File: src/rtl/wb_queue.sv
// wb_queue: in-order writeback queue merging LSU and ALU results into one register-file write port, with youngest-entry bypass lookup.
module wb_queue #(
  parameter int ADDR_WIDTH = 5,
  parameter int DATA_WIDTH = 32,
  parameter int DEPTH      = 4
) (
  input  logic                    clk_i,
  input  logic                    rst_ni,
  input  logic                    lsu_valid_i,
  input  logic [ADDR_WIDTH-1:0]   lsu_rd_i,
  input  logic [DATA_WIDTH-1:0]   lsu_data_i,
  output logic                    lsu_ready_o,
  input  logic                    alu_valid_i,
  input  logic [ADDR_WIDTH-1:0]   alu_rd_i,
  input  logic [DATA_WIDTH-1:0]   alu_data_i,
  output logic                    alu_ready_o,
  output logic                    we_o,
  output logic [ADDR_WIDTH-1:0]   rw_o,
  output logic [DATA_WIDTH-1:0]   wdata_o,
  input  logic [ADDR_WIDTH-1:0]   ra_i,
  input  logic [ADDR_WIDTH-1:0]   rb_i,
  output logic                    hit_a_o,
  output logic                    hit_b_o,
  output logic [DATA_WIDTH-1:0]   byp_a_o,
  output logic [DATA_WIDTH-1:0]   byp_b_o,
  output logic [$clog2(DEPTH):0]  count_o
);
  localparam int PW = $clog2(DEPTH);
  localparam int CW = PW + 1;
  logic [ADDR_WIDTH-1:0] r_rd   [DEPTH];
  logic [DATA_WIDTH-1:0] r_data [DEPTH];
  logic [PW-1:0]         r_head, r_tail;
  logic [CW-1:0]         r_count;
  logic [CW-1:0]         w_space, w_need;
  logic                  w_pop, w_lsu_push, w_alu_push;
  logic [PW-1:0]         w_alu_slot;
  // The head slot drains every cycle it is occupied, so it counts as free space.
  assign w_pop       = r_count != '0;
  assign w_space     = CW'(DEPTH) - r_count + CW'(w_pop);
  assign w_need      = (lsu_valid_i && lsu_rd_i != '0) ? CW'(2) : CW'(1);
  assign lsu_ready_o = w_space >= CW'(1);
  assign alu_ready_o = w_space >= w_need;
  assign w_lsu_push  = lsu_valid_i && lsu_ready_o && lsu_rd_i != '0;
  assign w_alu_push  = alu_valid_i && alu_ready_o && alu_rd_i != '0;
  assign w_alu_slot  = r_tail + PW'(w_lsu_push);
  assign we_o        = w_pop;
  assign rw_o        = r_rd[r_head];
  assign wdata_o     = r_data[r_head];
  assign count_o     = r_count;
  // Walk from oldest to youngest so the last match left standing is the youngest.
  always_comb begin
    hit_a_o = 1'b0;
    hit_b_o = 1'b0;
    byp_a_o = '0;
    byp_b_o = '0;
    for (int i = 0; i < DEPTH; i++) begin
      if (CW'(i) < r_count) begin
        if (ra_i != '0 && r_rd[r_head + PW'(i)] == ra_i) begin
          hit_a_o = 1'b1;
          byp_a_o = r_data[r_head + PW'(i)];
        end
        if (rb_i != '0 && r_rd[r_head + PW'(i)] == rb_i) begin
          hit_b_o = 1'b1;
          byp_b_o = r_data[r_head + PW'(i)];
        end
      end
    end
  end
  always_ff @(posedge clk_i) begin
    if (!rst_ni) begin
      r_head  <= '0;
      r_tail  <= '0;
      r_count <= '0;
    end else begin
      if (w_lsu_push) begin
        r_rd[r_tail]   <= lsu_rd_i;
        r_data[r_tail] <= lsu_data_i;
      end
      if (w_alu_push) begin
        r_rd[w_alu_slot]   <= alu_rd_i;
        r_data[w_alu_slot] <= alu_data_i;
      end
      r_head  <= r_head + PW'(w_pop);
      r_tail  <= r_tail + PW'(w_lsu_push) + PW'(w_alu_push);
      r_count <= r_count + CW'(w_lsu_push) + CW'(w_alu_push) - CW'(w_pop);
    end
  end
endmodule
File: config.mk
export PLATFORM = sky130hd
export DESIGN_NAME = wb_queue
export DESIGN_NICKNAME = d
export VERILOG_FILES = /design/src/rtl/wb_queue.sv
export SDC_FILE = /design/constraint.sdc
export NUM_CORES = 1
export LEC_CHECK = 0
export CAP_MARGIN = 20
export CORE_AREA = 2 2 166 168
export CTS_CLUSTER_DIAMETER = 60
export DETAILED_ROUTE_END_ITERATION = 16
export DIE_AREA = 0 0 168 170
export GPL_TIMING_DRIVEN = 0
export PLACE_DENSITY = 0.78
export SETUP_SLACK_MARGIN = 0.5
export SKIP_CTS_REPAIR_TIMING = 1
export SLEW_MARGIN = 20
export SYNTH_ARGS = -nofsm -noshare
export SYNTH_HDL_FRONTEND = slang
export SYNTH_SLANG_ARGS = --single-unit
File: constraint.sdc
create_clock -name clk_i -period 6.1 [get_ports clk_i]
set_input_delay 1.525 -clock clk_i [delete_from_list [all_inputs] [get_ports clk_i]]
set_output_delay 1.525 -clock clk_i [all_outputs]
set_load 0.005 [all_outputs]
==> results.py <==
metrics = {
    "clock_network": {
        "h-tree-depth": 4,
        "cts.sinks": 155,
        "clk_path_buf_depth": 2,
        "clock_latency_ns": 0.45,
        "clkSlewWorstSetupHoldPaths_ns": 0.07,
        "tritoncts": "done",
        "cts_inserted_buffers": 17,
        "cts-root-buf": "clkbuf_16",
    },
    "placed_design": {
        "dp_hpwl_mm": 34.5,
        "dp.cells": 1788,
        "port_buffers": 187,
        "gp_congestion": 0.922,
    },
    "detailed_routing": {
        "vias_per_cell": 6.67,
        "antenna_left": 0,
        "drc": 0,
        "via_count": 12300,
        "drt_wl_total_mm": 48.0,
        "post_drt_wl_per_cell_um": 26.1,
        "first_iter_violations": 1589,
        "drtPass1Iterations": 6,
    },
    "sta": {
        "max_freq_mhz": 171,
        "relSlewSlack": 0.319,
        "min_period_over_period": 0.957,
        "setup_viol": 0,
        "rsz0062_at_grt": "yes",
        "tightest_slew_ns": 1.02,
        "maxSlewViolCount": 0,
        "finalHoldViolations": 0,
        "fin_crit_ns": 5.84,
        "clock_skew_ns": 0.00897,
    },
    "logic_synthesis": {
        "synth_edf_count": 148,
        "syn-instance-count": 1250,
        "synth_area_um2": 13500,
        "yosys_warnings": 0,
        "syn_nets": 1350,
        "ys_seq_area_frac": 0.340,
        "synthArstFlopShare": 0,
        "synth.distinct_cells": 52,
        "synthFlopType": "edfxtp_1",
        "synth.ff_latch_count": 155,
        "syn_area_per_cell_um2": 10.8,
    },
    "global_routing": {
        "first_global_vias": 12200,
        "grtUsageTotal": 0.326,
        "antenna_found_initial": 0,
        "grt_pass1_wl_mm": 71.0,
        "overflow": 0,
        "grt_max_degree": 18,
    },
    "finish": {
        "fin_util": 0.647,
        "layout.cells.non_filler": 1840,
        "regArea_um2": 4580,
        "antenna_cells": 0,
        "area_growth_pct": 27.8,
        "fillers": 1999,
        "multi_input_area_um2": 8380,
        "nets": 1586,
        "drive_gt1_frac": 0.284,
    },
    "floorplan": {
        "row_count": 60,
        "start_util": 0.506,
        "fp.dieH_um": 170,
        "die_area_um2": 28600,
        "pin_count": 197,
        "die_w_um": 168,
        "core-area_um2": 26700,
    },
    "worst_setup_path": {
        "cp_max_fo": 7,
        "cp-endpoint": "byp_b_o[29]",
        "end_kind": "output port",
        "reg2reg_from": "count_o[0]$_SDFF_PN0_",
        "rrSetupSlack_ns": 1.72,
        "critPathLaunchType": "primary input",
        "worstPathRequired_ns": 4.58,
        "rr_worst_depth": 13,
        "startpoint": "rb_i[0]",
        "path_class": "primary input to output port",
        "rr_endpoint": "r_data[0][24]$_DFFE_PP_",
        "critPathArrivalTime_ns": 4.31,
    },
    "flow_run": {
        "maxCapViolations": 0,
    },
    "power_and_ir_drop": {
        "cellLeakagePower_uw": 0.00718,
        "p_sw_uw": 3170,
        "vdd_drop_max_uv": 318,
        "swShare": 0.441,
        "p_int_uw": 4020,
        "clkPwrFrac": 0.150,
        "power.density_nw_per_um2": 417,
        "power.share.combinational": 0.626,
        "seq_power_share": 0.224,
    },
    "outcome": {
        "status": "completed",
    },
    "worst_hold_path": {
        "hold_path_class": "register to register",
    },
}
final cells by class:
type	instances	share of cell area
sequential	155	0.266
buffer	118	0.0420
multi-input combinational	930	0.486
inverter	47	0.0102
clock buffer	17	0.0247
clock inverter	15	0.00907
timing repair buffer	217	0.138
tap	341	0.0247
power groups by stage:
stage                     logic, uW  clock network, uW  registers [uW]
after floorplan                2660                  0            1590
after global placement         4100                  0            1650
after detailed placement       4270                  0            1630
after CTS                      4300               1070            1610
after global routing           4720               1110            1630
final                          4500               1080            1610
worst min path at each step:
stage	slack, ns	depth (start not counted)	end	start
3_3_place_gp	0.58	2	r_head[0]$_SDFF_PN0_	r_head[0]$_SDFF_PN0_
6_report	0.62	2	r_head[0]$_SDFF_PN0_	r_head[0]$_SDFF_PN0_
5_1_grt	0.66	2	r_head[0]$_SDFF_PN0_	r_head[0]$_SDFF_PN0_
2_1_floorplan	0.57	2	r_head[0]$_SDFF_PN0_	r_head[0]$_SDFF_PN0_
3_5_place_dp	0.60	2	r_head[0]$_SDFF_PN0_	r_head[0]$_SDFF_PN0_
4_1_cts	0.62	2	r_head[0]$_SDFF_PN0_	r_head[0]$_SDFF_PN0_
cell usage after synthesis, drive strengths merged, types with 23 or more instances:
cell type,n,share of area
a221oi,32,0.024
inv,46,0.013
nand2,81,0.023
nor2,82,0.023
o31ai,66,0.052
buf,75,0.035
a21oi,43,0.017
a211oi,66,0.037
xnor2,23,0.015
mux2,166,0.14
mux4,29,0.049
nor2b,41,0.019
edfxtp,148,0.33
clkbuf,43,0.012
o211a,32,0.024
mux2i,152,0.11
nand2b,33,0.015
metrics by stage:
stage	setup TNS, ns	hold WS, ns	power, uW	cell area [um2]	setup slack (ns)
after global placement	-322.90	0.579	5750	15800	-2.60
after detailed placement	-30.45	0.599	5900	16000	-0.527
after floorplan	0	0.568	4250	13500	0.766
final	0	0.622	7190	17300	0.260
after global routing	0	0.663	7470	17300	0.213
after CTS	-12.60	0.615	6980	16600	-0.557
cell families after synthesis:
family                     count (synthesis)  synth area share
adders and majority gates                 12            0.0122
xor gates and xnor gates                  44            0.0286
DFF                                      155             0.340
and+or+nand+nor                          276            0.0977
muxes                                    347             0.301
buffers and inverters                    165            0.0600
AOI/OAI and AO/OA                        251             0.161
placed cells by master (no fill, tap or decap), types with 18 or more instances in the layout:
master / n
xor2_1: 21
clkbuf_16: 18
a221oi_1: 26
clkbuf_2: 19
edfxtp_1: 148
xnor2_1: 23
dlymetal6s2s_1: 57
buf_4: 32
o31ai_2: 50
inv_1: 46
nand2_1: 81
mux4_2: 28
o211a_1: 32
nor2_1: 82
a21oi_1: 41
a211oi_1: 66
nand2b_1: 33
nor2b_1: 41
clkbuf_1: 21
clkdlybuf4s50_1: 129
mux2_2: 162
buf_2: 33
mux2i_1: 148
worst max-delay path, cell delays in order:
cell             delay [ns]
buf_2                  0.18
nor4_4                 0.37
a21oi_1                0.12
mux2_2                 0.27
o2111a_1               0.15
buf_4                  0.20
a21oi_4                0.21
buf_4                  0.15
buf_8                  0.12
a221oi_2               0.06
o31ai_2                0.35
clkdlybuf4s50_1        0.58
layer usage:
layer	share of wire	GRT usage
met3	0.11	0.0672
met2	0.46	0.534
met4	0.045	0.147
met1	0.38	0.418
met5	0	0
sequential cells by signal, summed over array words and instances, names as in the netlist:
| signal | flops |
|---|---|
| r_rd | 20 |
| r_head | 2 |
| r_tail | 2 |
| r_data | 128 |
| count_o | 3 |
(Power assumes the default switching activity.)
